### config.mk
export PLATFORM = sky130hd
export DESIGN_NAME = raster_tile_scheduler
export DESIGN_NICKNAME = d
export VERILOG_FILES = /design/src/rtl/raster_tile_scheduler_pkg.sv /design/src/rtl/raster_tile_scheduler_bbox_clip.sv /design/src/rtl/raster_tile_scheduler.sv
export SDC_FILE = /design/constraint.sdc
export NUM_CORES = 1
export LEC_CHECK = 0
export ABC_AREA = 1
export BUFFER_PORTS_ARGS = -buffer_cell sky130_fd_sc_hd__buf_2
export CORE_UTILIZATION = 50
export DETAILED_ROUTE_END_ITERATION = 16
export PLACE_DENSITY_LB_ADDON = 0.12
export SYNTH_ARGS = -nofsm -noshare
export SYNTH_HDL_FRONTEND = slang
export SYNTH_SLANG_ARGS = --single-unit
### constraint.sdc
create_clock -name clk -period 3.8 [get_ports clk]
set_input_delay 0 -clock clk [delete_from_list [all_inputs] [get_ports clk]]
set_output_delay 0 -clock clk [all_outputs]
set_load 0.005 [all_outputs]
### src/rtl/raster_tile_scheduler_pkg.sv
// Shared rasterizer definitions: default screen/tile geometry, the bounding
// box struct passed between setup stages, and signed min/max helpers.
package raster_tile_scheduler_pkg;

  localparam int SCREEN_W_DEF  = 640;
  localparam int SCREEN_H_DEF  = 480;
  localparam int LG_TILE_W_DEF = 4;
  localparam int LG_TILE_H_DEF = 4;

  // Inclusive bounds, signed so off-screen (negative) coordinates survive.
  typedef struct packed {
    logic signed [31:0] xmin;
    logic signed [31:0] xmax;
    logic signed [31:0] ymin;
    logic signed [31:0] ymax;
  } bbox_t;

  function automatic logic signed [31:0] smax(input logic signed [31:0] a,
                                              input logic signed [31:0] b);
    return (a > b) ? a : b;
  endfunction

  function automatic logic signed [31:0] smin(input logic signed [31:0] a,
                                              input logic signed [31:0] b);
    return (a < b) ? a : b;
  endfunction

endpackage

### src/rtl/raster_tile_scheduler_bbox_clip.sv
// Combinational clamp of a signed bbox to the screen rectangle.
// Ports:
//   box_in  - raw inclusive bbox (any signed coordinates)
//   box_out - bbox clamped to [0,SCREEN_W-1] x [0,SCREEN_H-1]
//   empty   - clamped box has no pixels (off-screen or degenerate)
module raster_tile_scheduler_bbox_clip
  import raster_tile_scheduler_pkg::*;
#(
  parameter int SCREEN_W = SCREEN_W_DEF,
  parameter int SCREEN_H = SCREEN_H_DEF
) (
  input  bbox_t box_in,
  output bbox_t box_out,
  output logic  empty
);

  localparam logic signed [31:0] XLIM = SCREEN_W - 1;
  localparam logic signed [31:0] YLIM = SCREEN_H - 1;

  assign box_out.xmin = smax(box_in.xmin, 32'sd0);
  assign box_out.xmax = smin(box_in.xmax, XLIM);
  assign box_out.ymin = smax(box_in.ymin, 32'sd0);
  assign box_out.ymax = smin(box_in.ymax, YLIM);

  assign empty = ($signed(box_out.xmin) > $signed(box_out.xmax)) ||
                 ($signed(box_out.ymin) > $signed(box_out.ymax));

endmodule

### src/rtl/raster_tile_scheduler.sv
// Splits one triangle bbox into screen-aligned tiles and hands them one at a
// time to fragment_generator in row-major order.
// Ports:
//   clk, rst             - clock, synchronous active-high reset
//   req_valid/req_ready  - bbox handshake (ready only when idle)
//   req_x/ymin/max       - signed inclusive bbox
//   fg_start, fg_done    - per-tile start pulse out / completion pulse in
//   fg_x/ymin/max        - tile-clipped bounds, held from fg_start to fg_done
//   bbox_done/bbox_empty - bbox retired; empty flags nothing was drawn
//   tiles_issued         - saturating count of fg_start for this bbox
//   busy                 - not idle
module raster_tile_scheduler
  import raster_tile_scheduler_pkg::*;
#(
  parameter int SCREEN_W  = SCREEN_W_DEF,
  parameter int SCREEN_H  = SCREEN_H_DEF,
  parameter int LG_TILE_W = LG_TILE_W_DEF,
  parameter int LG_TILE_H = LG_TILE_H_DEF
) (
  input  logic               clk,
  input  logic               rst,
  input  logic               req_valid,
  output logic               req_ready,
  input  logic signed [31:0] req_xmin,
  input  logic signed [31:0] req_xmax,
  input  logic signed [31:0] req_ymin,
  input  logic signed [31:0] req_ymax,
  output logic               fg_start,
  output logic signed [31:0] fg_xmin,
  output logic signed [31:0] fg_xmax,
  output logic signed [31:0] fg_ymin,
  output logic signed [31:0] fg_ymax,
  input  logic               fg_done,
  output logic               bbox_done,
  output logic               bbox_empty,
  output logic [15:0]        tiles_issued,
  output logic               busy
);

  localparam logic [2:0] S_IDLE  = 3'd0;
  localparam logic [2:0] S_CLIP  = 3'd1;
  localparam logic [2:0] S_ISSUE = 3'd2;
  localparam logic [2:0] S_WAIT  = 3'd3;
  localparam logic [2:0] S_NEXT  = 3'd4;

  localparam logic signed [31:0] TW    = 1 << LG_TILE_W;
  localparam logic signed [31:0] TH    = 1 << LG_TILE_H;
  localparam logic signed [31:0] XMASK = (1 << LG_TILE_W) - 1;
  localparam logic signed [31:0] YMASK = (1 << LG_TILE_H) - 1;

  logic [2:0]         state;
  bbox_t              raw_q;    // bbox as accepted
  bbox_t              clip_q;   // screen-clamped bbox
  bbox_t              clip_box;
  logic               clip_empty;
  logic signed [31:0] tx_q, ty_q;  // current tile origin (aligned)
  logic               more_x, more_y;

  raster_tile_scheduler_bbox_clip #(
    .SCREEN_W (SCREEN_W),
    .SCREEN_H (SCREEN_H)
  ) u_clip (
    .box_in  (raw_q),
    .box_out (clip_box),
    .empty   (clip_empty)
  );

  assign more_x = (tx_q + TW) <= $signed(clip_q.xmax);
  assign more_y = (ty_q + TH) <= $signed(clip_q.ymax);

  // Bounds derive only from registers that stay put through ISSUE and WAIT,
  // so they are stable for the whole tile without a separate output stage.
  assign fg_xmin = smax(clip_q.xmin, tx_q);
  assign fg_xmax = smin(clip_q.xmax, tx_q + TW - 32'sd1);
  assign fg_ymin = smax(clip_q.ymin, ty_q);
  assign fg_ymax = smin(clip_q.ymax, ty_q + TH - 32'sd1);

  assign req_ready  = (state == S_IDLE);
  assign busy       = (state != S_IDLE);
  assign fg_start   = (state == S_ISSUE);
  assign bbox_empty = (state == S_CLIP) && clip_empty;
  assign bbox_done  = bbox_empty || ((state == S_NEXT) && !more_x && !more_y);

  always_ff @(posedge clk) begin
    if (rst) begin
      state        <= S_IDLE;
      raw_q        <= '0;
      clip_q       <= '0;
      tx_q         <= '0;
      ty_q         <= '0;
      tiles_issued <= '0;
    end else begin
      case (state)
        S_IDLE: if (req_valid) begin
          raw_q.xmin   <= req_xmin;
          raw_q.xmax   <= req_xmax;
          raw_q.ymin   <= req_ymin;
          raw_q.ymax   <= req_ymax;
          tiles_issued <= '0;
          state        <= S_CLIP;
        end
        S_CLIP: if (clip_empty) begin
          state <= S_IDLE;
        end else begin
          clip_q <= clip_box;
          // Clamped mins are non-negative, so masking aligns down.
          tx_q   <= clip_box.xmin & ~XMASK;
          ty_q   <= clip_box.ymin & ~YMASK;
          state  <= S_ISSUE;
        end
        S_ISSUE: begin
          if (tiles_issued != 16'hFFFF) tiles_issued <= tiles_issued + 16'd1;
          state <= S_WAIT;
        end
        S_WAIT: if (fg_done) state <= S_NEXT;
        S_NEXT: begin
          if (more_x) begin
            tx_q  <= tx_q + TW;
            state <= S_ISSUE;
          end else if (more_y) begin
            tx_q  <= clip_q.xmin & ~XMASK;
            ty_q  <= ty_q + TH;
            state <= S_ISSUE;
          end else begin
            state <= S_IDLE;
          end
        end
        default: state <= S_IDLE;
      endcase
    end
  end

endmodule

Yosys cells after proc, flatten, opt, wreduce, memory -nomap -nowiden
Cells that the tools add are included.
{ "totals": {"register_bits": 339, "out_inout_bits": 149, "inputBits": 132, "wordCells": 84} }
{ "classes": {"reduce_logical": 17, "addsub": 5, "muxes": 25, "bitwise_logic": 1, "eq_ne": 12, "magnitude_cmp": 12} }
{ "ops": {"columns": ["operator", "n"], "rows": [
  ["two-way mux 32 bit", 14],
  ["> comparator 32 bit", 4],
  ["one-hot mux 32 bit (2 select lines)", 2],
  ["adder 32 x 6 -> 32 bit (second input constant)", 2],
  ["> comparator 32 x 1 -> 1 bit (second input constant)", 2],
  ["less-or-equal comparator 32 bit", 2],
  ["less-than comparator 32 bit", 2],
  ["subtractor 32 x 2 -> 32 bit (second input constant)", 2],
  ["less-than comparator 32 x 10 -> 1 bit (second input constant)", 1],
  ["less-than comparator 32 x 11 -> 1 bit (second input constant)", 1],
  ["two-way mux 16 bit", 2],
  ["one-hot mux 16 bit (2 select lines)", 1],
  ["adder 16 x 1 -> 16 bit (second input constant)", 1],
  ["!= test 16 bit (second input constant)", 1],
  ["one-hot mux 3 bit (5 select lines)", 1],
  ["!= test 2 bit (second input constant)", 5],
  ["equality test 3 x 2 -> 1 bit (second input constant)", 2],
  ["two-way mux 2 bit", 3],
  ["two-way mux 3 bit", 2],
  ["AND reduction 2 bit", 3],
  ["AND reduction 3 bit", 2],
  ["AND reduction 4 bit", 1],
  ["nonzero test 2 bit", 2],
  ["equality test 3 x 1 -> 1 bit (second input constant)", 1],
  ["9 further kinds", 13]
]} }

Longest topological paths before layout
Gate-level depths: netlist of the first run.
{ "logic_depth": {"depth_word": 6, "depth_mapped": 32, "mapped_depth_nobuf": 31} }

By module
A second synthesis of the first run with hierarchy kept.
{ "unflattened": {"hier_cells": 3845, "hier_area_um2": 24569.8} }
{ "by_module_without_submodules": {"columns": ["mod", "cells_per_inst", "seq_area_each_um2", "area_each_um2", "n_inst"], "rows": [
  ["raster_tile_scheduler", 3324, 6626.4, 21573.2, 1],
  ["raster_tile_scheduler_bbox_clip", 521, 0.0, 2996.6, 1]
]} }

Worst setup path before layout of the first run
OpenSTA, ideal clock, no wires.
{ "synth_path": {"path_type": "flip-flop to output port", "start": "register tx_q[5]", "end": "output fg_xmax[10]", "path_slack_ns": -0.033, "t_required_ns": 3.800, "path_stages_with_launch": 26, "t_arrival_ns": 3.833, "path_buffers": 1, "path_cell_list": "dfxtp_1 > ha_1 > nand2_2 > nor2_8 > nand2_1 > xor2_1 > inv_1 > nand3_1 > inv_1 > nand4_1 > inv_1 > nand2_1 > xor2_1 > inv_1 > ha_1 > a21oi_1 > nor2_1 > a211oi_1 > a21oi_1 > nor2_1 > nand2_1 > or2_2 > nand2_1 > clkinv_1 > clkbuf_1 > o21ai_0"} }
{ "synth_between": {"elab_chain_cells": 4} }
{ "synth_lines": {"columns": ["element", "line", "source"], "rows": [
  ["start, declared", "raster_tile_scheduler.sv:56", "logic signed [31:0] tx_q, ty_q;"],
  ["start signal, assigned", "raster_tile_scheduler.sv:107", "tx_q <= clip_box.xmin & ~XMASK;"],
  ["start signal, assigned", "raster_tile_scheduler.sv:118", "tx_q <= tx_q + TW;"],
  ["start signal, assigned", "raster_tile_scheduler.sv:121", "tx_q <= clip_q.xmin & ~XMASK;"],
  ["adder 32 x 6 -> 32 bit (*)", "raster_tile_scheduler.sv:74", "assign fg_xmax = smin(clip_q.xmax, tx_q + TW - 32'sd1);"],
  ["subtractor 32 x 2 -> 32 bit (*)", "raster_tile_scheduler.sv:74", null],
  ["less-than comparator 32 bit", "raster_tile_scheduler_pkg.sv:25", "return (a < b) ? a : b;"],
  ["two-way mux 32 bit (*)", "raster_tile_scheduler_pkg.sv:25", null],
  ["end, declared", "raster_tile_scheduler.sv:30", "output logic signed [31:0] fg_xmax,"]
]} }
Mark *: on every way between the ends. The rest lies on a longest branch, timed or not.

Worst setup path in the final report of the first run
{ "layout_path": {"start": "register ty_q[4]", "end": "output fg_ymax[27]"} }
{ "layout_between": {"elab_chain_cells": 4} }
{ "layout_lines": {"columns": ["element", "line", "source"], "rows": [
  ["start, declared", "raster_tile_scheduler.sv:56", null],
  ["start signal, assigned", "raster_tile_scheduler.sv:108", "ty_q <= clip_box.ymin & ~YMASK;"],
  ["start signal, assigned", "raster_tile_scheduler.sv:122", "ty_q <= ty_q + TH;"],
  ["adder 32 x 6 -> 32 bit (*)", "raster_tile_scheduler.sv:76", "assign fg_ymax = smin(clip_q.ymax, ty_q + TH - 32'sd1);"],
  ["subtractor 32 x 2 -> 32 bit (*)", "raster_tile_scheduler.sv:76", null],
  ["less-than comparator 32 bit", "raster_tile_scheduler_pkg.sv:25", null],
  ["two-way mux 32 bit (*)", "raster_tile_scheduler_pkg.sv:25", null],
  ["end, declared", "raster_tile_scheduler.sv:32", "output logic signed [31:0] fg_ymax,"]
]} }
Marks and branches as above.

==> results of run 1 <==
==> layer usage <==
| layer | vias to the layer above | global-route usage, % | wire, um |
|---|---|---|---|
| met5 | - | 0 | 0 |
| met4 | 0 | 12.3 | 5960 |
| met3 | 427 | 9.23 | 14400 |
| met2 | 2044 | 58.9 | 48500 |
| met1 | 14600 | 56.9 | 45500 |
| li1 | 14300 | - | - |
==> cell type report <==
| class | count | area share (%) |
|---|---|---|
| inverter | 558 | 5.48 |
| tap | 615 | 1.96 |
| multi-input combinational | 2712 | 46.5 |
| sequential | 331 | 17.0 |
| clock inverter | 14 | 0.453 |
| timing repair inverter | 1 | 0.0415 |
| timing repair buffer | 1160 | 25.7 |
| antenna | 2 | 0.0128 |
| clock buffer | 55 | 2.87 |
==> worst max path at each step <==
stage | slack, ns | to | depth (start not counted) | from
after floorplan | 0.04 | fg_xmax[10] | 25 | tx_q[5]$_SDFFE_PP0P_
after global placement | -0.38 | tx_q[7]$_SDFFE_PP0P_ | 25 | ty_q[4]$_SDFFE_PP0P_
after detailed placement | -0.41 | fg_xmax[9] | 27 | tx_q[5]$_SDFFE_PP0P_
after CTS | -0.58 | fg_xmax[9] | 27 | tx_q[5]$_SDFFE_PP0P_
after global routing | -1.11 | fg_ymax[22] | 27 | ty_q[4]$_SDFFE_PP0P_
final | -0.99 | fg_ymax[27] | 28 | ty_q[4]$_SDFFE_PP0P_
==> logic make-up (layout without fill, tap and decap cells) <==
family,after synthesis,after routing,share of synthesized area [%]
and+or+nand+nor,1585,1586,28.5
DFF,331,331,27.5
other,1,4,0.0156
xor gates and xnor gates,67,67,2.79
AOI/OAI and AO/OA,818,818,17.3
buffers and inverters,721,1788,11.5
adders and majority gates,239,239,12.4
==> stage by stage <==
step | TNS [ns] | std cells | setup WS (ns) | instance area, sq um | hold slack, ns
CTS | -32.06 | 5354 | -0.576 | 35000 | 0.00145
floorplan | 0 | 3763 | 0.0419 | 24100 | 0.168
detailed placement | -39.50 | 5040 | -0.411 | 30000 | 0.280
global route | -167.29 | 5447 | -1.11 | 39200 | 0.0636
finish | -117.33 | 5448 | -0.992 | 39200 | 0.0507
global placement | -27.19 | 5040 | -0.377 | 30000 | 0.277
==> timing repair <==
action	4_1_cts	5_1_grt
setup buffers	82	62
hold buffers	167	0
pin swaps	67	227
hold endpoints to repair	132	0
endpoints found under the setup margin	246	283
resized for setup	357	806
gates cloned	10	46
==> registers in the layout, indices dropped and copies added, names as in the netlist <==
signal	count
tx_q	28
ty_q	28
state	3
tiles_issued	16
clip_q	128
raw_q	128
==> placed cells by master (no fill, tap or decap), types with 11 or more instances in the layout <==
cell,synthesis,final
nor2_4,10,40
buf_6,0,60
o21ai_2,0,108
buf_2,26,267
dfxtp_1,331,303
clkbuf_16,0,71
nand3_1,155,129
nand2_4,1,60
dlygate4sd3_1,0,167
nor3_2,8,14
ha_1,239,202
ha_4,0,37
o21ai_4,0,50
nor2_2,16,57
a21oi_2,0,99
nand3_2,3,22
buf_8,0,17
o21ai_0,397,218
buf_4,4,564
o21ai_1,13,34
xor2_2,9,27
xor2_1,54,31
nor3_4,4,11
nor3_1,34,21
nor2_1,302,231
inv_2,21,46
dfxtp_2,0,23
nand2_1,907,748
a21oi_1,375,273
nand2_2,19,114
nand4_1,95,95
buf_12,0,46
inv_1,531,501
==> power by group <==
| group | internal [mW] | switching [mW] |
|---|---|---|
| Sequential | 3.81 | 0.330 |
| Combinational | 4.35 | 5.70 |
| Clock | 2.28 | 1.65 |
==> critical path: cells and delay by family (launching register included) <==
family,cells,cell delay (ns)
DFF,1,0.36
and+or+nand+nor,8,0.92
AOI/OAI and AO/OA,6,1.06
xor gates and xnor gates,1,0.17
buffers and inverters,12,1.48
adders and majority gates,1,0.22
==> results_dict.tcl, run 1 <==
set metrics [dict create \
    status "complete, but fails checks" \
    violations "design-rule violations, negative setup slack" \
    cp_slowest_cell "dfxtp_2" \
    ys_seq_area_share_pct 27.5 \
    grt_pass1_wl_um 153000 \
    overflow 0 \
    crit_fanout 8 \
    hold_start "req_valid" \
    seq_area_sq_um 6670 \
    core_sq_um 47600 \
    timing.rr.end "clip_q[87]$_SDFFE_PP0P_" \
    grt_util_all_layers_pct 39.8 \
    cts-root-buf "clkbuf_16" \
    ios 281 \
    antenna_found_initial 3 \
    maxSlewViolCount 0 \
    worstPathRequired_ns 3.80 \
    synth_edf_count 0 \
    min_to "raw_q[4]$_SDFFE_PP0P_" \
    place.gp.congestion 1.05 \
    yosysWarnings 0 \
    drt_iter0_markers 3934 \
    synth_top_area_share_pct 27.5 \
    end_kind "output port" \
    yosysMostFrequentCell "nand2_1" \
    rsz0062_at_grt "yes" \
    first_pass_iters 12 \
    hold_viol_final 0 \
    htree_levels 2 \
    synth.cell_area_sq_um 24100 \
    relSlewSlack_pct 23.6 \
    die_h_um 221 \
    synthCells 3762 \
    clk_pin_slew_worst_paths_ns 0.06 \
    synth_common_cells "907 x nand2_1, 531 x inv_1, 397 x o21ai_0" \
    worstReg2RegStart "raw_q[84]$_SDFFE_PP0P_" \
    multiInputGateArea_sq_um 18200 \
    layout_setup_ws_ns -0.992 \
    rows 80 \
    async_reset_ff_share_pct 0 \
    clock_latency_ns 0.58 \
    die_area_sq_um 49100 \
    reg2reg_depth 28 \
    drt-vias-per-instance 5.76 \
    rrSetupSlack_ns -0.53 \
    synth_seq_cells 331 \
    final_util_pct 82.3 \
    cpMostUsedCell "nand2_1" \
    drv_cap 0 \
    finalCriticalPeriod_ns 4.79 \
    synth_flop_cell "dfxtp_1" \
    grt_start_max_net_pins 123 \
    max_stage_delay_ns 0.36 \
    cts_made_buffers 39 \
    min_path_cells 3 \
    drc 2 \
    vdd_drop_max_uv 362 \
    die_w_um 221 \
    drt_wl_total_um 114000 \
    area_growth_pct 62.9 \
    worst_pin_slew_ns 1.15 \
    grt_pass1_vias 27200 \
    hp-class "input port to flop" \
    yosysTopAreaCell "dfxtp_1" \
    crit_path_start_kind "flop" \
    finalSetupViolations 251 \
    synth.avg_cell_area_sq_um 6.40 \
    total_power_mw 18.1 \
    clkSinkCount 331 \
    portBuffers 280 \
    routedWlPerCell_um 21.0 \
    fillers 3029 \
    cts_tree "built" \
    initial_core_util_pct 50.6 \
    max_freq_mhz 209 \
    cts_buffer_depth 3 \
    synth_area_leaders "dfxtp_1 28%, nand2_1 14%, ha_1 12%, inv_1 8.3%, o21ai_0 8.2%" \
    layout.nets 5174 \
    drive_above_1_share_pct 37.6 \
    ant_nets 0 \
    finClkSkew_ns 0.0255 \
    via_count 31400 \
    crit_type "flop to output port" \
    critPathArrivalTime_ns 4.79 \
    fin_crit_sh_pct 126 \
    hpwl_um 72800 \
    power.density_nw_per_um2 462 \
    power.leakage_nw 18.8 \
    synth_cell_types 51 \
]
Note: power is estimated with default switching activity, not from simulation.
==> run 2: changes to the inputs <==
--- a/config.mk
+++ b/config.mk
@@ -8,6 +8,7 @@
 export ABC_AREA = 1
 export BUFFER_PORTS_ARGS = -buffer_cell sky130_fd_sc_hd__buf_2
 export CORE_UTILIZATION = 50
+export CTS_BUF_LIST = sky130_fd_sc_hd__clkbuf_8
 export DETAILED_ROUTE_END_ITERATION = 16
 export PLACE_DENSITY_LB_ADDON = 0.12
 export SYNTH_ARGS = -nofsm -noshare
==> constraint.sdc (replaced) <==
create_clock -name clk -period 4.5 [get_ports clk]
set_input_delay 0 -clock clk [delete_from_list [all_inputs] [get_ports clk]]
set_output_delay 0 -clock clk [all_outputs]
set_load 0.01 [all_outputs]
==> run 2 against run 1 <==
The run still ends with design-rule violations, negative setup slack left. Clock skew grew 0.012 ns. Final area shrank 17%. Core utilization shrank 14 points. Global-route usage shrank 3.5 points. Register-to-register slack gained 0.78 ns. Flip-flop and latch count is the same. First-iteration DRC count shrank 17%. Sequential share of layout area grew 3.5 points. Critical path type unchanged. Largest power group unchanged.
==> results_dict.tcl, run 2 (synthesis results as in run 1) <==
set metrics [dict create \
    status "complete, but fails checks" \
    violations "design-rule violations, negative setup slack" \
    portBuffers 280 \
    die_area_sq_um 49100 \
    hpwl_um 68000 \
    vdd_drop_max_uv 367 \
    clock_latency_ns 0.70 \
    htree_levels 2 \
    grt_pass1_vias 24300 \
    fin_setup_tns_ns -6.75 \
    reg2reg_depth 27 \
    core_sq_um 47600 \
    drt-vias-per-instance 5.51 \
    layout_setup_ws_ns -0.214 \
    end_kind "output port" \
    power.density_nw_per_um2 412 \
    cts_buffer_depth 3 \
    worst_pin_slew_ns 1.25 \
    power.internal_mw 7.58 \
    switchingPower_mw 5.88 \
    relSlewSlack_pct 16.3 \
    rows 80 \
    comb_power_share_pct 51.1 \
    total_power_mw 13.5 \
    clkSinkCount 331 \
    maxSlewViolCount 0 \
    power.leakage_nw 15.7 \
    grt_pass1_wl_um 139000 \
    fin_cells 4981 \
    pwr-share-clk_pct 22.9 \
    drc 1 \
    finalSetupViolations 62 \
    critPathArrivalTime_ns 4.71 \
    ios 281 \
    routedWlPerCell_um 19.0 \
    rrSetupSlack_ns 0.25 \
    crit_path_start_kind "flop" \
    grt_start_max_net_pins 112 \
    finalCriticalPeriod_ns 4.71 \
    use_met3_pct 7.78 \
    dpl.cell_count 4604 \
    startpoint "tx_q[18]$_SDFFE_PP0P_" \
    grt_util_all_layers_pct 36.3 \
    grtUsageMet2_pct 51.8 \
    crit_fanout 7 \
    final_util_pct 68.6 \
    antenna_found_initial 1 \
    hp-class "input port to flop" \
    cp.buffers_inverters 8 \
    grt-busiest-layer "met1" \
    timing.rr.end "tx_q[4]$_SDFFE_PP0P_" \
    worstPathRequired_ns 4.50 \
    cp_slowest_cell "dfxtp_1" \
    via_count 27400 \
    pre_cts_slack_ns 0.202 \
    drt_iter0_markers 3269 \
    drt_wl_total_um 94700 \
    worstReg2RegStart "ty_q[10]$_SDFFE_PP0P_" \
    die_w_um 221 \
    initial_core_util_pct 50.6 \
    finClkSkew_ns 0.0371 \
    drive_above_1_share_pct 22.7 \
    max_freq_mhz 212 \
    place.gp.congestion 1.01 \
    cts_made_buffers 57 \
    crit_family "simple AND/OR/NAND/NOR gates" \
    seq_power_share_pct 25.9 \
    path_depth 27 \
    rsz0062_at_grt "yes" \
    netSwitchingFraction_pct 43.7 \
    first_pass_iters 14 \
    ant_nets 0 \
    cts_tree "built" \
    grt.met1_usage_pct 54.1 \
    drv_cap 0 \
    layout.nets 4691 \
    fin_crit_sh_pct 105 \
    clk_pin_slew_worst_paths_ns 0.06 \
    max_stage_delay_ns 0.34 \
    mostFrequentLayoutCells "792 x nand2_1, 530 x inv_1, 368 x a21oi_1" \
    area_growth_pct 35.7 \
    crit_path_end "fg_xmax[5]" \
    hold_viol_final 0 \
    cts-root-buf "clkbuf_8" \
    reg.largest.list "clip_q: 128 flops, raw_q: 128 flops" \
    die_h_um 221 \
    mostFrequentLayoutCell "nand2_1" \
    crit_type "flop to output port" \
    overflow 0 \
]
[run 2: changes by cell type in the layout (fill, tap and decap cells not counted), moves of 66 or more]
cell,change
buf_4,-400
o21ai_2,-89
o21ai_0,+142
clkbuf_16,-66
a21oi_2,-92
a21oi_1,+95
clkbuf_8,+69
[run 2: routing by layer]
metal / share of wire (%) / up-vias
met2: 41 / 1344
met5: 0 / -
li1: - / 13300
met3: 10 / 169
met4: 3.0 / 0
met1: 45 / 12600
[run 2: worst min path at each step]
stage,start,to,cells after the start
after floorplan,req_xmin[31],raw_q[127]$_SDFFE_PP0P_,2
after global placement,req_ymax[29],raw_q[29]$_SDFFE_PP0P_,3
after detailed placement,req_ymax[9],raw_q[9]$_SDFFE_PP0P_,3
after CTS,req_ymin[8],raw_q[40]$_SDFFE_PP0P_,4
after global routing,req_ymax[25],raw_q[25]$_SDFFE_PP0P_,4
final,req_ymax[21],raw_q[21]$_SDFFE_PP0P_,4
[run 2: layout make-up]
cell class | instances | area [sq um]
diodes | 1 | 2.50
clock buffers | 78 | 1070
clock inverters | 26 | 200
fillers | 4129 | 15000
inverters | 558 | 2130
multi-input cells | 2711 | 16500
flip-flops and latches | 331 | 6690
well taps | 615 | 769
repair buffers | 661 | 5360
[run 2: repair_timing]
item	4_1_cts	5_1_grt
endpoints found under the hold margin	132	0
cloned	4	6
pin swaps	62	105
hold buffers	180	0
setup endpoints to repair	66	107
setup buffers	55	38
gates resized for setup	205	344
[run 2: per-stage QoR]
| stage | hold slack, ns | area, sq um |
|---|---|---|
| after global placement | 0.275 | 26500 |
| after global routing | 0.165 | 32700 |
| after CTS | 0.112 | 30900 |
| final | 0.144 | 32700 |
| after detailed placement | 0.281 | 26500 |
| after floorplan | 0.168 | 24100 |
[run 2: worst register-to-register path, delay by kind of cell, from the launching register on]
kind / cells / cell delay, ns
compound gates: 1 / 0.19
fa+ha+maj: 1 / 0.37
buf+inv: 5 / 0.69
flops: 1 / 0.38
simple gates: 20 / 2.51
[run 2: power groups by stage]
| stage | clock, mW | sequential, mW | combinational, mW |
|---|---|---|---|
| 3_3_place_gp | 0 | 3.51 | 4.90 |
| 6_report | 3.09 | 3.49 | 6.89 |
| 3_5_place_dp | 0 | 3.51 | 4.92 |
| 5_1_grt | 3.23 | 3.52 | 7.37 |
| 4_1_cts | 3.11 | 3.46 | 5.62 |
| 2_1_floorplan | 0 | 3.42 | 3.20 |
